**config.mk**
```make
export PLATFORM = sky130hd
export DESIGN_NAME = devolve_troco
export DESIGN_NICKNAME = d
export VERILOG_FILES = /design/src/rtl/troco_pkg.sv /design/src/rtl/troco_onehot_dec.sv /design/src/rtl/devolve_troco.sv
export SDC_FILE = /design/constraint.sdc
export NUM_CORES = 1
export LEC_CHECK = 0
export CAP_MARGIN = 20
export CORE_ASPECT_RATIO = 2
export CORE_MARGIN = 2
export CORE_UTILIZATION = 30
export CTS_CLUSTER_SIZE = 24
export DETAILED_ROUTE_END_ITERATION = 10
export PLACE_DENSITY = 0.54
export SETUP_SLACK_MARGIN = 0.3
export SLEW_MARGIN = 25
export SYNTH_ARGS = -nofsm -noshare
export SYNTH_HDL_FRONTEND = slang
export SYNTH_SLANG_ARGS = --single-unit
export TNS_END_PERCENT = 100
```
**constraint.sdc**
```tcl
create_clock -name i_clk -period 4.65 [get_ports i_clk]
set_input_delay 1.1625 -clock i_clk [delete_from_list [all_inputs] [get_ports i_clk]]
set_output_delay 1.1625 -clock i_clk [all_outputs]
set_load 0.05 [all_outputs]
```
**src/rtl/troco_pkg.sv**
```systemverilog
// Shared types and constants for the change-return (troco) block.
package troco_pkg;

  localparam int CREDIT_W = 9;
  localparam logic [3:0] UNIT_25 = 4'd1;
  localparam logic [3:0] UNIT_50 = 4'd2;

  typedef enum logic [2:0] {
    IDLE,
    LOAD,
    REQ50,
    REQ25,
    GAP,
    DONE,
    FAULT
  } troco_state_e;

endpackage

```
**src/rtl/troco_onehot_dec.sv**
```systemverilog
// Combinational decoder: one-hot credit vector to a 25-cent unit count.
module troco_onehot_dec
  import troco_pkg::*;
(
  input  logic [CREDIT_W-1:0] credit,
  output logic [3:0]          units,
  output logic                valid
);

  // Exactly one bit set is a legal credit; units is the index of that bit.
  always_comb begin
    units = '0;
    valid = $onehot(credit);
    for (int i = 0; i < CREDIT_W; i++) begin
      if (credit[i]) units = 4'(i);
    end
  end

endmodule

```
**src/rtl/devolve_troco.sv**
```systemverilog
// Change-return sequencer: ejects 50/25-cent coins for the credit owed.
// Define DEVOLVE_TROCO_TIMEOUT_EN to enable the ejector acknowledge timeout and sticky fault.
module devolve_troco
  import troco_pkg::*;
#(
  parameter int PRICE_UNITS = 6,
  parameter int ACK_TIMEOUT = 50_000_000
) (
  input  logic                i_clk,
  input  logic                i_rst,
  input  logic [CREDIT_W-1:0] i_credit,
  input  logic                i_vend,
  input  logic                i_cancel,
  input  logic                i_eject_ack,
  output logic                o_eject_50,
  output logic                o_eject_25,
  output logic                o_busy,
  output logic                o_done,
  output logic                o_err,
  output logic                o_fault
);

  localparam logic [3:0] PRICE = 4'(PRICE_UNITS);

  troco_state_e state, state_next;
  logic [3:0]   remaining, remaining_next;
  logic         err_next;
  logic [3:0]   units;
  logic         units_valid;
  logic         timed_out;

  troco_onehot_dec u_dec (
    .credit (i_credit),
    .units  (units),
    .valid  (units_valid)
  );

`ifdef DEVOLVE_TROCO_TIMEOUT_EN
  localparam int CNT_W = $clog2(ACK_TIMEOUT + 1);
  logic [CNT_W-1:0] ack_cnt;
  logic             in_req;

  assign in_req    = (state == REQ50) || (state == REQ25);
  assign timed_out = in_req && (ack_cnt == CNT_W'(ACK_TIMEOUT - 1));

  // Counts cycles spent waiting in a request state; restarts on every new request.
  always_ff @(posedge i_clk or negedge i_rst) begin
    if (!i_rst) ack_cnt <= '0;
    else if (in_req && (state_next == state)) ack_cnt <= ack_cnt + 1'b1;
    else ack_cnt <= '0;
  end
`else
  assign timed_out = 1'b0;
`endif

  always_ff @(posedge i_clk or negedge i_rst) begin
    if (!i_rst) begin
      state     <= IDLE;
      remaining <= '0;
      o_err     <= 1'b0;
    end else begin
      state     <= state_next;
      remaining <= remaining_next;
      o_err     <= err_next;
    end
  end

  // Credit is only sampled in IDLE; cancel takes priority over vend.
  always_comb begin
    state_next     = state;
    remaining_next = remaining;
    err_next       = 1'b0;
    case (state)
      IDLE: begin
        if (i_cancel) begin
          if (!units_valid) err_next = 1'b1;
          else begin
            remaining_next = units;
            state_next     = LOAD;
          end
        end else if (i_vend) begin
          if (!units_valid || (units < PRICE)) err_next = 1'b1;
          else begin
            remaining_next = units - PRICE;
            state_next     = LOAD;
          end
        end
      end
      LOAD, GAP: begin
        if (remaining >= UNIT_50)      state_next = REQ50;
        else if (remaining == UNIT_25) state_next = REQ25;
        else                           state_next = DONE;
      end
      REQ50: begin
        if (i_eject_ack) begin
          remaining_next = remaining - UNIT_50;
          state_next     = GAP;
        end else if (timed_out) begin
          state_next = FAULT;
        end
      end
      REQ25: begin
        if (i_eject_ack) begin
          remaining_next = remaining - UNIT_25;
          state_next     = GAP;
        end else if (timed_out) begin
          state_next = FAULT;
        end
      end
      DONE:    state_next = IDLE;
      FAULT:   state_next = FAULT;
      default: state_next = IDLE;
    endcase
  end

  assign o_eject_50 = (state == REQ50);
  assign o_eject_25 = (state == REQ25);
  assign o_busy     = (state != IDLE);
  assign o_done     = (state == DONE);

`ifdef DEVOLVE_TROCO_TIMEOUT_EN
  assign o_fault = (state == FAULT);
`else
  assign o_fault = 1'b0;
`endif

endmodule

```
== Yosys cells after proc, flatten, opt, wreduce, memory -nomap -nowiden ==
Cells that the tools add are included.

* Add/sub/neg operators: 11
* Order comparisons: 2
* Equal/unequal tests: 14
* Mux-type cells: 28
* Reduce and logical (&&, ||, !) cells: 9

{| class="wikitable"
|+ Operators with widths
! operator !! count
|-
| two-way mux 3 bit || 11
|-
| two-way mux 4 bit || 7
|-
| adder 4 bit || 3
|-
| one-hot mux 3 bit (4 select lines) || 1
|-
| one-hot mux 4 bit (3 select lines) || 1
|-
| equality test 3 bit (second input constant) || 3
|-
| != test 3 bit (second input constant) || 3
|-
| adder 1 x 1 -> 2 bit || 4
|-
| equality test 4 x 1 -> 1 bit (second input constant) || 2
|-
| equality test 3 x 2 -> 1 bit (second input constant) || 2
|-
| two-way mux 1 bit || 6
|-
| AND reduction 6 bit || 1
|-
| nonzero test 3 bit || 2
|-
| adder 4 x 1 -> 4 bit || 1
|-
| >= comparator 4 x 2 -> 1 bit (second input constant) || 1
|-
| < comparator 4 x 3 -> 1 bit (second input constant) || 1
|-
| two-way mux 2 bit || 2
|-
| != test 2 bit (second input constant) || 2
|-
| AND reduction 4 bit || 1
|-
| OR reduction 2 bit || 2
|-
| subtractor 4 x 1 -> 4 bit (second input constant) || 1
|-
| subtractor 4 x 2 -> 4 bit (second input constant) || 1
|-
| subtractor 4 x 3 -> 4 bit (second input constant) || 1
|-
| equality test 3 x 1 -> 1 bit (second input constant) || 1
|-
| other kinds (4) || 4
|}

* Flip-flop bits (word level): 8
* Input port bits: 14
* Output and inout port bits: 6
* Word-level logic and storage cells: 67

== Longest topological paths before layout ==
Gate-level depths: netlist of run 1.

* Depth in word-level cells: 14
* Depth in mapped cells: 13
* Mapped depth without buffers: 13

== Hierarchy ==
A second synthesis of run 1 with hierarchy kept.

* Cell total of the unflattened synthesis: 119
* Area total of the unflattened synthesis: 1007.2 µm²

{| class="wikitable"
|+ Modules (own cells, without submodules)
! module !! times used !! cells an instance !! area each (µm²) !! sequential area each (µm²)
|-
| devolve_troco || 1 || 83 || 730.7 || 200.2
|-
| troco_onehot_dec || 1 || 36 || 276.5 || 0.0
|}

== Least setup slack after synthesis of run 1 ==
Ideal clock, no wire load.

* Kind: in2reg
* From: in i_credit[0]
* To: reg remaining[2]
* Library setup time: 0.125 ns
* Data arrival time: 4.073 ns
* Data required time: 4.525 ns
* Slack: 0.452 ns
* Stages: 11
* Path buffers: 0
* Path through: ha_1 fa_1 inv_1 fa_1 inv_1 ha_1 fa_1 nor4_2 o211ai_4 a21oi_2 mux2_4

* Word-level cells in the longest chain between the ends: 9
* Elaborated cells on any way between the ends: 10
* Those cells by class: 4 x add/sub; 3 x eq/ne; 3 x reduce/logical

{| class="wikitable"
|+ RTL lines
! element !! line !! text
|-
| start: declaration || devolve_troco.sv:11 || <nowiki>input logic [CREDIT_W-1:0] i_credit,</nowiki>
|-
| adder 1 x 1 -> 2 bit (not written as such) * || troco_onehot_dec.sv:13 || <nowiki>valid = $onehot(credit);</nowiki>
|-
| adder 4 bit (not written as such) * (2 in a row) || troco_onehot_dec.sv:13 ||
|-
| adder 4 x 1 -> 4 bit (not written as such) * || troco_onehot_dec.sv:13 ||
|-
| equality test 4 x 1 -> 1 bit * || troco_onehot_dec.sv:13 ||
|-
| zero test 1 bit || devolve_troco.sv:82 || <nowiki>if (!units_valid || (units < PRICE)) err_next = 1'b1;</nowiki>
|-
| logical OR 1 bit || devolve_troco.sv:82 ||
|-
| != test 3 bit (no source line) || n/a ||
|-
| AND reduction 6 bit (no source line) * || n/a ||
|-
| end signal: assignment || devolve_troco.sv:63 || <nowiki>remaining <= remaining_next;</nowiki>
|-
| end: declaration || devolve_troco.sv:26 || <nowiki>logic [3:0] remaining, remaining_next;</nowiki>
|}

Every way passes the cells marked *; elsewhere a longest branch is shown, timed or not.
A chain may end at the register's enable or synchronous reset.

== Worst setup path after layout of run 1 ==
* From: in i_credit[4]
* To: reg remaining[2]

* Word-level cells in the longest chain between the ends: 10
* Elaborated cells on any way between the ends: 22
* Those cells by class: 5 x add/sub; 1 x order compare; 3 x eq/ne; 10 x mux; 3 x reduce/logical

{| class="wikitable"
|+ RTL lines
! element
|-
| parallel branches: the longest is 10 deep, another holds adder 4 bit
|}

Parallel ways; which one is timed is not known. The select of a mux whose other input is x is not followed.

==> reports/qor.json, run 1 <==
{
  "clocking": {
    "cts_setup_buffers": 0,
    "htree_levels": 1,
    "clk-insertion-delay-late_ns": 0.23,
    "cts.path.max_buffers": 2,
    "cts-buffers-inserted": 3,
    "numClockSinks": 8,
    "cts_root_buffer": "sky130_fd_sc_hd__clkbuf_8",
    "tritoncts": "built",
    "clk_transition_reported_paths_ns": 0.04
  },
  "synth": {
    "synth_simple_gate_area_share_pct": 21.19,
    "post_synth_instance_area_sq_um": 1027,
    "synth-xor-area-share_pct": 2.558,
    "mappedNetlistNets": 154,
    "syn-mean-instance-area_sq_um": 8.420,
    "synth.lib_cells_used.distinct": 37,
    "main_combinational_cell_family_by_area_after_synthesis": "adder cells",
    "ys_ff_latch": 8,
    "synth-compound-area-share_pct": 19.00,
    "synth.yosys.warnings": 0,
    "synth.yosys.seq_area_share_pct": 19.49,
    "synthesis.instances": 122,
    "yosys-mux-area-fraction_pct": 3.410,
    "post_synth_fa_ha_maj_area_fraction_pct": 25.58
  },
  "grt": {
    "gr-usage-all-layers_pct": 14.01,
    "gr-usage-met1_pct": 12.69,
    "globalRouteMet2Util_pct": 26.88,
    "grt_first_pass_wirelength_um": 4064,
    "grt_start_max_net_pins": 15,
    "grt_antenna_before_repair": 0,
    "vias_in_the_first_global_route": 984,
    "gr-max-usage-layer": "met2",
    "grt_remaining_overflow": 0,
    "met3_usage_pct": 1.042
  },
  "timing": {
    "timing.final.hold_violations": 0,
    "tightest_slew_ns": 0.6062,
    "report.final.slew_viol_count": 0,
    "setup_viol_count_final": 0,
    "setup_skew_ns": 0.005578,
    "period_share_pct": 91.18,
    "maxSlewHeadroom_pct": 59.50,
    "achievable_freq_mhz": 235.9,
    "finalCriticalPeriod_ns": 4.240,
    "finalSetupTns_ns": 0,
    "rsz_0062_raised_after_global_routing": "false"
  },
  "power_and_ir_drop": {
    "power_leakage_nw": 0.6265,
    "cellInternalPower_uw": 172.2,
    "power_frac_clock_pct": 33.9,
    "reg_power_share_pct": 27.9,
    "power.ir.vdd_worst_mv": 0.09354,
    "netSwitchingPower_uw": 78.36,
    "power.share.switching_pct": 31.28,
    "pwr_density_cell_nw_per_um2": 185.2,
    "logic_gate_share_of_total_power_pct": 38.2,
    "totalPowerFinal_uw": 250.5
  },
  "setup_path": {
    "cell_occurring_most_often_along_the_worst_timing_path": "sky130_fd_sc_hd__fa_1",
    "crit_path_end_kind": "flop",
    "crit_path_cell_trace": "dlygate4sd2_1 > ha_2 > fa_1 > inv_2 > fa_1 > inv_1 > ha_2 > fa_1 > nor4_4 > o211ai_4 > a21oi_2 > mux2_4",
    "critical_path.max_stage_delay_ns": 0.55,
    "path_buf_inv": 3,
    "critical-path-slowest-cell": "sky130_fd_sc_hd__fa_1",
    "start_kind": "primary input",
    "critPathKind": "in2reg",
    "cp.required_ns": 4.76,
    "cp_max_fo": 2,
    "critical_path_arrival_ns": 4.35,
    "cp_top_family": "adder cells"
  },
  "placed_design": {
    "globalplace.congestion": 0.7727,
    "place_area_sq_um": 1270,
    "count_of_input_and_output_buffers": 18,
    "detailedPlacementHpwl_um": 2092
  },
  "run_status": {
    "outcome": "completed"
  },
  "route": {
    "drt_pre_antenna_iters": 4,
    "detail_route.wirelength_um": 2512,
    "detail_route.drc_violations": 0,
    "vias": 938,
    "drt-vias-per-instance": 5.330,
    "drt-wirelength-per-cell_um": 14.27,
    "ant_nets": 0,
    "detailedRoute.firstIterationViolations": 15
  },
  "floorplanning": {
    "initial_core_util_pct": 30.75,
    "core_area_sq_um": 3341,
    "rows": 30,
    "chipHeight_um": 86.76,
    "total_die_area_sq_um": 3937,
    "floorplan.io_pins": 20,
    "die_width_um": 45.38
  },
  "final_layout": {
    "nets": 178,
    "area_growth_syn_to_layout_pct": 31.67,
    "antenna-diode-count": 0,
    "drive_gt1_share_pct": 18.75,
    "finalInstanceArea_sq_um": 1353
  },
  "flow_run": {
    "cap_violations": 0
  },
  "worst_hold_path": {
    "hold_path.class": "reg2reg"
  }
}
## worst register-to-register path: stages (launching register included)
cell and delay [ns]:
sky130_fd_sc_hd__dfrtp_1 0.59, sky130_fd_sc_hd__nor2b_1 0.57, sky130_fd_sc_hd__o21ai_0 0.25, sky130_fd_sc_hd__mux2_4 0.30
## final timing paths
check,start,to,slack [ns],cells after the start
min,remaining[3]$_DFFE_PN0P_,remaining[3]$_DFFE_PN0P_,0.59,2
max reg2reg,state[1]$_DFFE_PN0P_,remaining[2]$_DFFE_PN0P_,2.82,3
max,i_credit[4],remaining[2]$_DFFE_PN0P_,0.41,12
max in group asynchronous,i_rst,state[2]$_DFFE_PN0P_,3.16,1
min in group asynchronous,i_rst,state[1]$_DFFE_PN0P_,1.22,1
min reg2reg,remaining[3]$_DFFE_PN0P_,remaining[3]$_DFFE_PN0P_,0.59,2
## routing by layer
layer / share of wire (%) / wire length [um]
met5: 0 / 0
met4: 5.1 / 129
met3: 3.7 / 93
met2: 58 / 1460
met1: 33 / 829
## state kept, by name, indices dropped and copies added (netlist names)
register   flops
o_err          1
state          3
remaining      4
## stage by stage
stage          std cells  setup WS, ns  utilization, %  hold WS [ns]
5_1_grt              176        0.2965           40.49        0.6087
3_5_place_dp         173      -0.06344           38.02        0.5833
4_1_cts              176        0.3006           39.70        0.5901
2_1_floorplan        122        0.4524               -        0.5261
6_report             176        0.4103           40.49        0.5863
3_3_place_gp         173       0.02103           38.02        0.5560
## logic make-up (layout without fill, tap and decap cells)
kind of cell             Yosys count  after routing
AO/OA/AOI/OAI                     27             27
XOR/XNOR                           3              3
adder cells (fa/ha/maj)           18             18
buffers and inverters             22             44
flip-flops                         8              8
multiplexers                       3              3
other                              1              1
AND/OR/NAND/NOR                   40             40
## cell usage in the layout (no fill, tap or decap), types with 2 or more instances in the layout
master | netlist | final
sky130_fd_sc_hd__clkdlybuf4s50_1 | 0 | 10
sky130_fd_sc_hd__dlymetal6s2s_1 | 0 | 3
sky130_fd_sc_hd__o21ai_0 | 5 | 5
sky130_fd_sc_hd__nor2_1 | 10 | 10
sky130_fd_sc_hd__fa_1 | 5 | 3
sky130_fd_sc_hd__nand3_1 | 3 | 3
sky130_fd_sc_hd__a22o_1 | 2 | 2
sky130_fd_sc_hd__ha_2 | 0 | 3
sky130_fd_sc_hd__clkbuf_8 | 0 | 3
sky130_fd_sc_hd__o21ba_2 | 2 | 2
sky130_fd_sc_hd__or3_1 | 2 | 2
sky130_fd_sc_hd__mux2i_1 | 2 | 2
sky130_fd_sc_hd__inv_2 | 0 | 3
sky130_fd_sc_hd__dfrtp_1 | 8 | 8
sky130_fd_sc_hd__fa_2 | 0 | 2
sky130_fd_sc_hd__ha_1 | 13 | 9
sky130_fd_sc_hd__o22ai_1 | 3 | 3
sky130_fd_sc_hd__nand2b_1 | 4 | 4
sky130_fd_sc_hd__and2_1 | 2 | 2
sky130_fd_sc_hd__dlygate4sd2_1 | 0 | 3
sky130_fd_sc_hd__a21oi_1 | 6 | 6
sky130_fd_sc_hd__clkdlybuf4s15_1 | 0 | 2
sky130_fd_sc_hd__inv_1 | 17 | 14
sky130_fd_sc_hd__nor2b_1 | 3 | 3
sky130_fd_sc_hd__nand2_1 | 9 | 9
sky130_fd_sc_hd__buf_4 | 1 | 5
sky130_fd_sc_hd__xnor2_1 | 3 | 3
## cell usage after synthesis
cell type,number,area (sq um)
sky130_fd_sc_hd__a211oi_1,1,7.510
sky130_fd_sc_hd__a21oi_1,6,30.03
sky130_fd_sc_hd__a21oi_2,1,8.760
sky130_fd_sc_hd__a221oi_1,1,8.760
sky130_fd_sc_hd__a22o_1,2,17.52
sky130_fd_sc_hd__a22oi_1,1,7.510
sky130_fd_sc_hd__a31oi_1,1,6.260
sky130_fd_sc_hd__and2_1,2,12.51
sky130_fd_sc_hd__and3_1,1,6.260
sky130_fd_sc_hd__buf_4,1,7.510
sky130_fd_sc_hd__clkbuf_1,4,15.01
sky130_fd_sc_hd__conb_1,1,3.750
sky130_fd_sc_hd__dfrtp_1,8,200.2
sky130_fd_sc_hd__fa_1,5,100.1
sky130_fd_sc_hd__ha_1,13,162.7
sky130_fd_sc_hd__inv_1,17,63.81
sky130_fd_sc_hd__mux2_4,1,15.01
sky130_fd_sc_hd__mux2i_1,2,20.02
sky130_fd_sc_hd__nand2_1,9,33.78
sky130_fd_sc_hd__nand2b_1,4,25.02
sky130_fd_sc_hd__nand3_1,3,15.01
sky130_fd_sc_hd__nor2_1,10,37.54
sky130_fd_sc_hd__nor2b_1,3,18.77
sky130_fd_sc_hd__nor4_1,1,6.260
sky130_fd_sc_hd__nor4_2,2,25.02
sky130_fd_sc_hd__o211ai_1,1,7.510
sky130_fd_sc_hd__o211ai_4,1,21.27
sky130_fd_sc_hd__o21ai_0,5,25.02
sky130_fd_sc_hd__o21ba_2,2,20.02
sky130_fd_sc_hd__o22ai_1,3,18.77
sky130_fd_sc_hd__o311ai_1,1,8.760
sky130_fd_sc_hd__o31ai_1,1,7.510
sky130_fd_sc_hd__or2_2,1,6.260
sky130_fd_sc_hd__or3_1,2,12.51
sky130_fd_sc_hd__or4_1,1,7.510
sky130_fd_sc_hd__or4_4,1,11.26
sky130_fd_sc_hd__xnor2_1,3,26.28
## power by group through the flow
| stage | Sequential, mW | Combinational, mW | Clock (mW) |
|---|---|---|---|
| after global routing | 0.0698 | 0.109 | 0.0914 |
| final | 0.0699 | 0.0956 | 0.0850 |
| after CTS | 0.0699 | 0.0930 | 0.0880 |
| after floorplan | 0.0709 | 0.0512 | 0 |
| after global placement | 0.0709 | 0.0778 | 0 |
| after detailed placement | 0.0709 | 0.0797 | 0 |
## cell type report
cell class	count	area (sq um)
Clock buffer	3	41.29
Fill cell	327	1988
Inverter	17	63.81
Multi-Input combinational cell	92	774.5
Sequential cell	8	200.2
Tap cell	32	40.04
Timing Repair Buffer	24	232.7
## repair_timing
action,CTS,global route
hold buffers,0,0
pin swaps,8,9
gates resized for setup,12,10
endpoints found under the setup margin,4,4
Note: power is estimated with default switching activity, not from simulation.
==> run 2: changes to the inputs <==
CORE_ASPECT_RATIO = unset   (was 2)
CORE_UTILIZATION = 55   (was 30)
PLACE_DENSITY = 0.87   (was 0.54)
==> run 2 against run 1 <==
Compared with the run above: sequential share of layout area grew 0.083 points; clock power fell by 36%; routed wire length shrank 3.1%; via count rose by 6.5%; design area is 0.56% lower; critical endpoint unchanged.
==> reports/qor.json, run 2 (synthesized netlist as in run 1, its figures left out) <==
{
  "timing": {
    "setup_skew": {"value": 0.0008437, "unit": "ns", "change": "-0.004734 ns"},
    "maxSlewHeadroom": {"value": 64.06, "unit": "%", "change": "+4.6 points"},
    "rsz_0062_raised_after_global_routing": "false",
    "tightest_slew": {"value": 0.5380, "unit": "ns", "change": "-0.06816 ns"},
    "layout_setup_ws": {"value": 0.4224, "unit": "ns", "change": "+0.01207 ns"},
    "timing.final.hold_violations": {"value": 0, "change": "unchanged"},
    "period_share": {"value": 90.92, "unit": "%", "change": "-0.26 points"},
    "setup_viol_count_final": {"value": 0, "change": "unchanged"},
    "achievable_freq": {"value": 236.5, "unit": "MHz", "change": "+0.29%"},
    "finalSetupTns": {"value": 0, "unit": "ns", "change": "unchanged"},
    "report.final.slew_viol_count": {"value": 0, "change": "unchanged"},
    "finalCriticalPeriod": {"value": 4.228, "unit": "ns", "change": "-0.01207 ns"},
    "final.hold.worst_slack": {"value": 0.6366, "unit": "ns", "change": "+0.05036 ns"}
  },
  "grt": {
    "grt_start_max_net_pins": {"value": 15, "change": "unchanged"},
    "grt_first_pass_wirelength": {"value": 3891, "unit": "um", "change": "-4.3%"},
    "gr-usage-all-layers": {"value": 25.10, "unit": "%", "change": "+11 points"},
    "grt_antenna_before_repair": {"value": 0, "change": "unchanged"},
    "grt_remaining_overflow": {"value": 0, "change": "unchanged"},
    "vias_in_the_first_global_route": {"value": 966, "change": "-1.8%"}
  },
  "setup_path": {
    "critPathKind": "in2reg",
    "crit_path_end_kind": "flop",
    "cp_top_family": "adder cells",
    "path_buf_inv": {"value": 5, "change": "+2"},
    "crit_path_cell_trace": "dlygate4sd2_1 > inv_1 > ha_1 > inv_2 > fa_2 > fa_2 > inv_1 > ha_2 > fa_2 > nor4_2 > buf_4 > o211ai_4 > a21oi_4 > mux2_4",
    "cp_max_fo": {"value": 5, "change": "+3"},
    "cp.required": {"value": 4.79, "unit": "ns", "change": "+0.03 ns"},
    "start_kind": "primary input",
    "critical_path_arrival": {"value": 4.37, "unit": "ns", "change": "+0.02 ns"},
    "critical_path.max_stage_delay": {"value": 0.45, "unit": "ns", "change": "-0.10 ns"},
    "cell_occurring_most_often_along_the_worst_timing_path": "sky130_fd_sc_hd__fa_2",
    "critical-path-slowest-cell": "sky130_fd_sc_hd__fa_2"
  },
  "power_and_ir_drop": {
    "totalPowerFinal": {"value": 215.6, "unit": "uW", "change": "-14%"},
    "power.ir.vdd_worst": {"value": 0.08612, "unit": "mV", "change": "-7.9%"},
    "pwr_density_cell": {"value": 160.3, "unit": "nW/um^2", "change": "-13%"},
    "power_leakage": {"value": 0.6511, "unit": "nW", "change": "+3.9%"}
  },
  "clocking": {
    "clk_transition_reported_paths": {"value": 0.05, "unit": "ns", "change": "about the same"},
    "cts.path.max_buffers": {"value": 2, "change": "unchanged"},
    "cts_root_buffer": "sky130_fd_sc_hd__clkbuf_4",
    "clk-insertion-delay-late": {"value": 0.26, "unit": "ns", "change": "+0.03 ns"},
    "tritoncts": "built",
    "htree_levels": {"value": 1, "change": "unchanged"},
    "numClockSinks": {"value": 8, "change": "unchanged"},
    "cts-buffers-inserted": {"value": 3, "change": "unchanged"}
  },
  "final_layout": {
    "register_with_the_most_flip_flops": "remaining",
    "drive_gt1_share": {"value": 19.86, "unit": "%", "change": "+1.1 points"},
    "most_common_cell_after_layout_fill_and_taps_aside": "sky130_fd_sc_hd__inv_1",
    "layout_common_cells": "sky130_fd_sc_hd__inv_1 (14), sky130_fd_sc_hd__nor2_1 (10), sky130_fd_sc_hd__ha_1 (10), sky130_fd_sc_hd__clkdlybuf4s50_1 (10), sky130_fd_sc_hd__nand2_1 (9)",
    "largest_register_ff_count": {"value": 4, "change": "unchanged"},
    "finish.utilization": {"value": 77.06, "unit": "%", "change": "+37 points"},
    "antenna-diode-count": {"value": 0, "change": "unchanged"},
    "area_growth_syn_to_layout_pct": 30.94,
    "finalInstanceArea": {"value": 1345, "unit": "sq um", "change": "-0.56%"},
    "final_cells": {"value": 171, "change": "-2.8%"},
    "top_regs": "remaining: 4 flops, state: 3 flops, o_err: 1 flops",
    "nets": {"value": 180, "change": "+1.1%"}
  },
  "placed_design": {
    "post-place-ws": {"value": -0.1184, "unit": "ns", "change": "-0.05496 ns"},
    "globalplace.congestion": {"value": 0.7916, "change": "+2.4%"},
    "detailedPlacementHpwl": {"value": 1805, "unit": "um", "change": "-14%"},
    "place_area": {"value": 1261, "unit": "sq um", "change": "-0.69%"},
    "dp_cells": {"value": 166, "change": "-4.0%"},
    "count_of_input_and_output_buffers": {"value": 18, "change": "unchanged"}
  },
  "floorplanning": {
    "floorplan.io_pins": {"value": 20, "change": "unchanged"},
    "rows": {"value": 15, "change": "-50%"},
    "die_width": {"value": 47.22, "unit": "um", "change": "+4.1%"},
    "total_die_area": {"value": 2229, "unit": "sq um", "change": "-43%"},
    "chipHeight": {"value": 47.22, "unit": "um", "change": "-46%"},
    "initial_core_util": {"value": 58.85, "unit": "%", "change": "+28 points"},
    "core_area": {"value": 1745, "unit": "sq um", "change": "-48%"}
  },
  "route": {
    "detailedRoute.firstIterationViolations": {"value": 24, "change": "+9"},
    "drt_pre_antenna_iters": {"value": 5, "change": "+1"},
    "ant_nets": {"value": 0, "change": "unchanged"},
    "detail_route.drc_violations": {"value": 0, "change": "unchanged"},
    "vias": {"value": 999, "change": "+6.5%"},
    "drt-vias-per-instance": {"value": 5.842, "change": "+9.6%"},
    "drt-wirelength-per-cell": {"value": 14.23, "unit": "um", "change": "-0.27%"},
    "detail_route.wirelength": {"value": 2434, "unit": "um", "change": "-3.1%"}
  },
  "flow_run": {
    "cap_violations": {"value": 0, "change": "unchanged"}
  },
  "run_status": {
    "outcome": "completed"
  },
  "worst_hold_path": {
    "hold_path.class": "reg2reg"
  }
}
[run 2: changes by cell type in the layout (fill, tap and decap cells not counted), moves of 2 or more]
cell / change
sky130_fd_sc_hd__buf_4: +3
sky130_fd_sc_hd__clkbuf_4: +3
sky130_fd_sc_hd__clkbuf_8: -3
sky130_fd_sc_hd__dlymetal6s2s_1: +3
sky130_fd_sc_hd__dlygate4sd2_1: -2
[run 2: cell type report]
type                       count  area (sq um)
timing repair buffer          26         254.0
clock buffer                   3         22.52
sequential                     8         200.2
inverter                      17         63.81
fill                         124         400.4
multi-input combinational     92         773.2
tap                           25         31.28
[run 2: per-layer routing]
metal	GRT usage, %	wire (um)
met5	0	0
met4	15.56	114
met3	3.077	124
met2	45.48	1198
met1	27.46	997
[run 2: where the power goes]
group	internal [mW]	switching [mW]	total, mW
sequential	0.0697	0	0.0697
clock	0.0296	0.0248	0.0544
combinational	0.0451	0.0464	0.0915
total	0.144	0.0712	0.216
[run 2: repair_timing]
item | in CTS | in global routing
hold buffers | 0 | 0
cloned | 0 | 0
endpoints found under the setup margin | 4 | 4
resized for setup | 6 | 14
pin swaps | 2 | 5
setup buffers | 2 | 0
[run 2: path summary, 6_finish.rpt]
check / from / endpoint / slack, ns / cells after the start
worst max register to register: state[0]$_DFFE_PN0P_ / remaining[2]$_DFFE_PN0P_ / 2.86 / 4
max in group asynchronous: i_rst / remaining[0]$_DFFE_PN0P_ / 3.21 / 1
worst max-delay path: i_credit[2] / remaining[2]$_DFFE_PN0P_ / 0.42 / 14
worst min-delay path: remaining[0]$_DFFE_PN0P_ / remaining[0]$_DFFE_PN0P_ / 0.64 / 1
worst min register to register: remaining[0]$_DFFE_PN0P_ / remaining[0]$_DFFE_PN0P_ / 0.64 / 1
min in group asynchronous: i_rst / o_err$_DFF_PN0_ / 1.18 / 1
==> patch, RTL diff (flow settings as in run 1) <==
Add a define of `DEVOLVE_TROCO_TIMEOUT_EN`.
--- a/src/rtl/devolve_troco.sv
+++ b/src/rtl/devolve_troco.sv
@@ -2,2 +2,4 @@
 // Define DEVOLVE_TROCO_TIMEOUT_EN to enable the ejector acknowledge timeout and sticky fault.
+`define DEVOLVE_TROCO_TIMEOUT_EN
+
 module devolve_troco
Behaviour: same outputs for any inputs over 10 cycles, from zero or initial values and one cycle with i_rst low; that may be too few to reach the edited logic, so the function may still have changed.
==> patch against run 1 <==
  * Total power rose to 4.2 times the old value
  * Critical path depth up 1
  * Register-to-register slack lost 350 ps
  * Sequential cell count up 26
  * First-iteration DRC count rose to 3.2 times the old value
  * Worst setup slack improved by 17 ps
  * Synthesized area grew 140%
  * Cell area rose by 120%
  * Wire length increased by 120%
  * Highest routed layer unchanged
==> patch: results (changes against run 1) <==
[run_status]
outcome = finished, final reports clean

[power_and_ir_drop]
max-vdd-ir-drop_mv = 0.197  ; +110%
power.leakage_nw = 1.16  ; +85%

[synth]
synth-seq-area-share_pct = 35.0  ; +16 points
synth_commonest_cells = dfrtp_1 (34), nor2_1 (25), inv_1 (23), ha_1 (14), a21oi_1 (12)

[detailed_routing]
route.met3.wl_um = 68  ; -27%
detail_route.wl_per_cell_um = 14.7  ; +2.8%
wl_met1_mm = 2.26  ; +170%
routed_wirelength_mm = 5.53  ; +120%
drt_iter0_drc = 48  ; +33
wl_met2_mm = 3.09  ; +110%
route.vias.total = 1965  ; +110%

[grt]
grt_max_degree = 35  ; +20
grt_pass1_vias = 2057  ; +110%
grtUsageTotal_pct = 14.1  ; +0.13 points
grt_pass1_wl_mm = 9.69  ; +140%

[cells_and_area]
final_layout_size_suffix_gt1_share_pct = 14.6  ; -4.2 points
final_nets = 314  ; +76%
top_regs = ack_cnt: 26 flops, remaining: 4 flops, state: 3 flops

[clock_tree]
clock_latency_ps = 270  ; +40 ps
cts_buffers = 5  ; +2
cts_max_level = 2  ; +1

[worst_setup_path]
cpPeakStageDelay_ps = 520  ; -30 ps
cp_max_fo = 3  ; +1
r2r_cells = 5  ; +2
worst_ep_arrival_time_ps = 4410  ; +60 ps

[place]
port_buffers = 19  ; +1
gp_congestion = 0.816  ; +5.6%
place_hpwl_mm = 4.24  ; +100%

## patch: cell families (layout without fill, tap and decap cells)
logic type | count (synthesis) | in the layout | synth area share (%)
buffers and inverters | 34 | 59 | 6.90
AO/OA/AOI/OAI | 49 | 49 | 15.1
adder cells (fa/ha/maj) | 19 | 19 | 11.3
multiplexers | 2 | 2 | 0.824
flip-flops | 34 | 34 | 35.0
AND/OR/NAND/NOR | 102 | 102 | 25.1
XOR/XNOR | 16 | 16 | 5.76
## patch: path summary, 6_finish.rpt
path / from / to / slack, ps
setup reg to reg: ack_cnt[0] / state[2] / 2470
min in group asynchronous: i_rst / ack_cnt[22] / 1310
setup / recovery: i_credit[2] / remaining[0] / 430
hold / removal: remaining[3] / remaining[3] / 540
max in group asynchronous: i_rst / remaining[2] / 3020
hold reg to reg: remaining[3] / remaining[3] / 540
## patch: routing by layer
layer / global-route usage [%] / vias to the layer above
met5: 0 / -
li1: - / 980
met4: 6.24 / 0
met1: 16.8 / 954
met3: 1.03 / 6
met2: 24.8 / 25
## patch: repair_timing
action / 4_1_cts / 5_1_grt
pin swaps: 11 / 2
setup buffers: 1 / 0
cloned: 0 / 0
gates resized for setup: 26 / 0
setup endpoints to repair: 6 / 5
## patch: layout make-up
| type | instances | area (um2) |
|---|---|---|
| clock buffers | 6 | 139 |
| flip-flops and latches | 34 | 851 |
| inverters | 23 | 86.3 |
| fillers | 798 | 4970 |
| multi-input cells | 188 | 1440 |
| clock inverters | 1 | 30.0 |
| repair buffers | 29 | 251 |
| well taps | 96 | 120 |
## patch: report_power, final
part | total [mW] | switching, mW | leakage [nW] | internal [mW]
sequential | 0.360 | 0.0376 | 0.458 | 0.322
combinational | 0.309 | 0.182 | 0.618 | 0.128
clock | 0.380 | 0.116 | 0.0829 | 0.264
total | 1.05 | 0.335 | 1.16 | 0.714
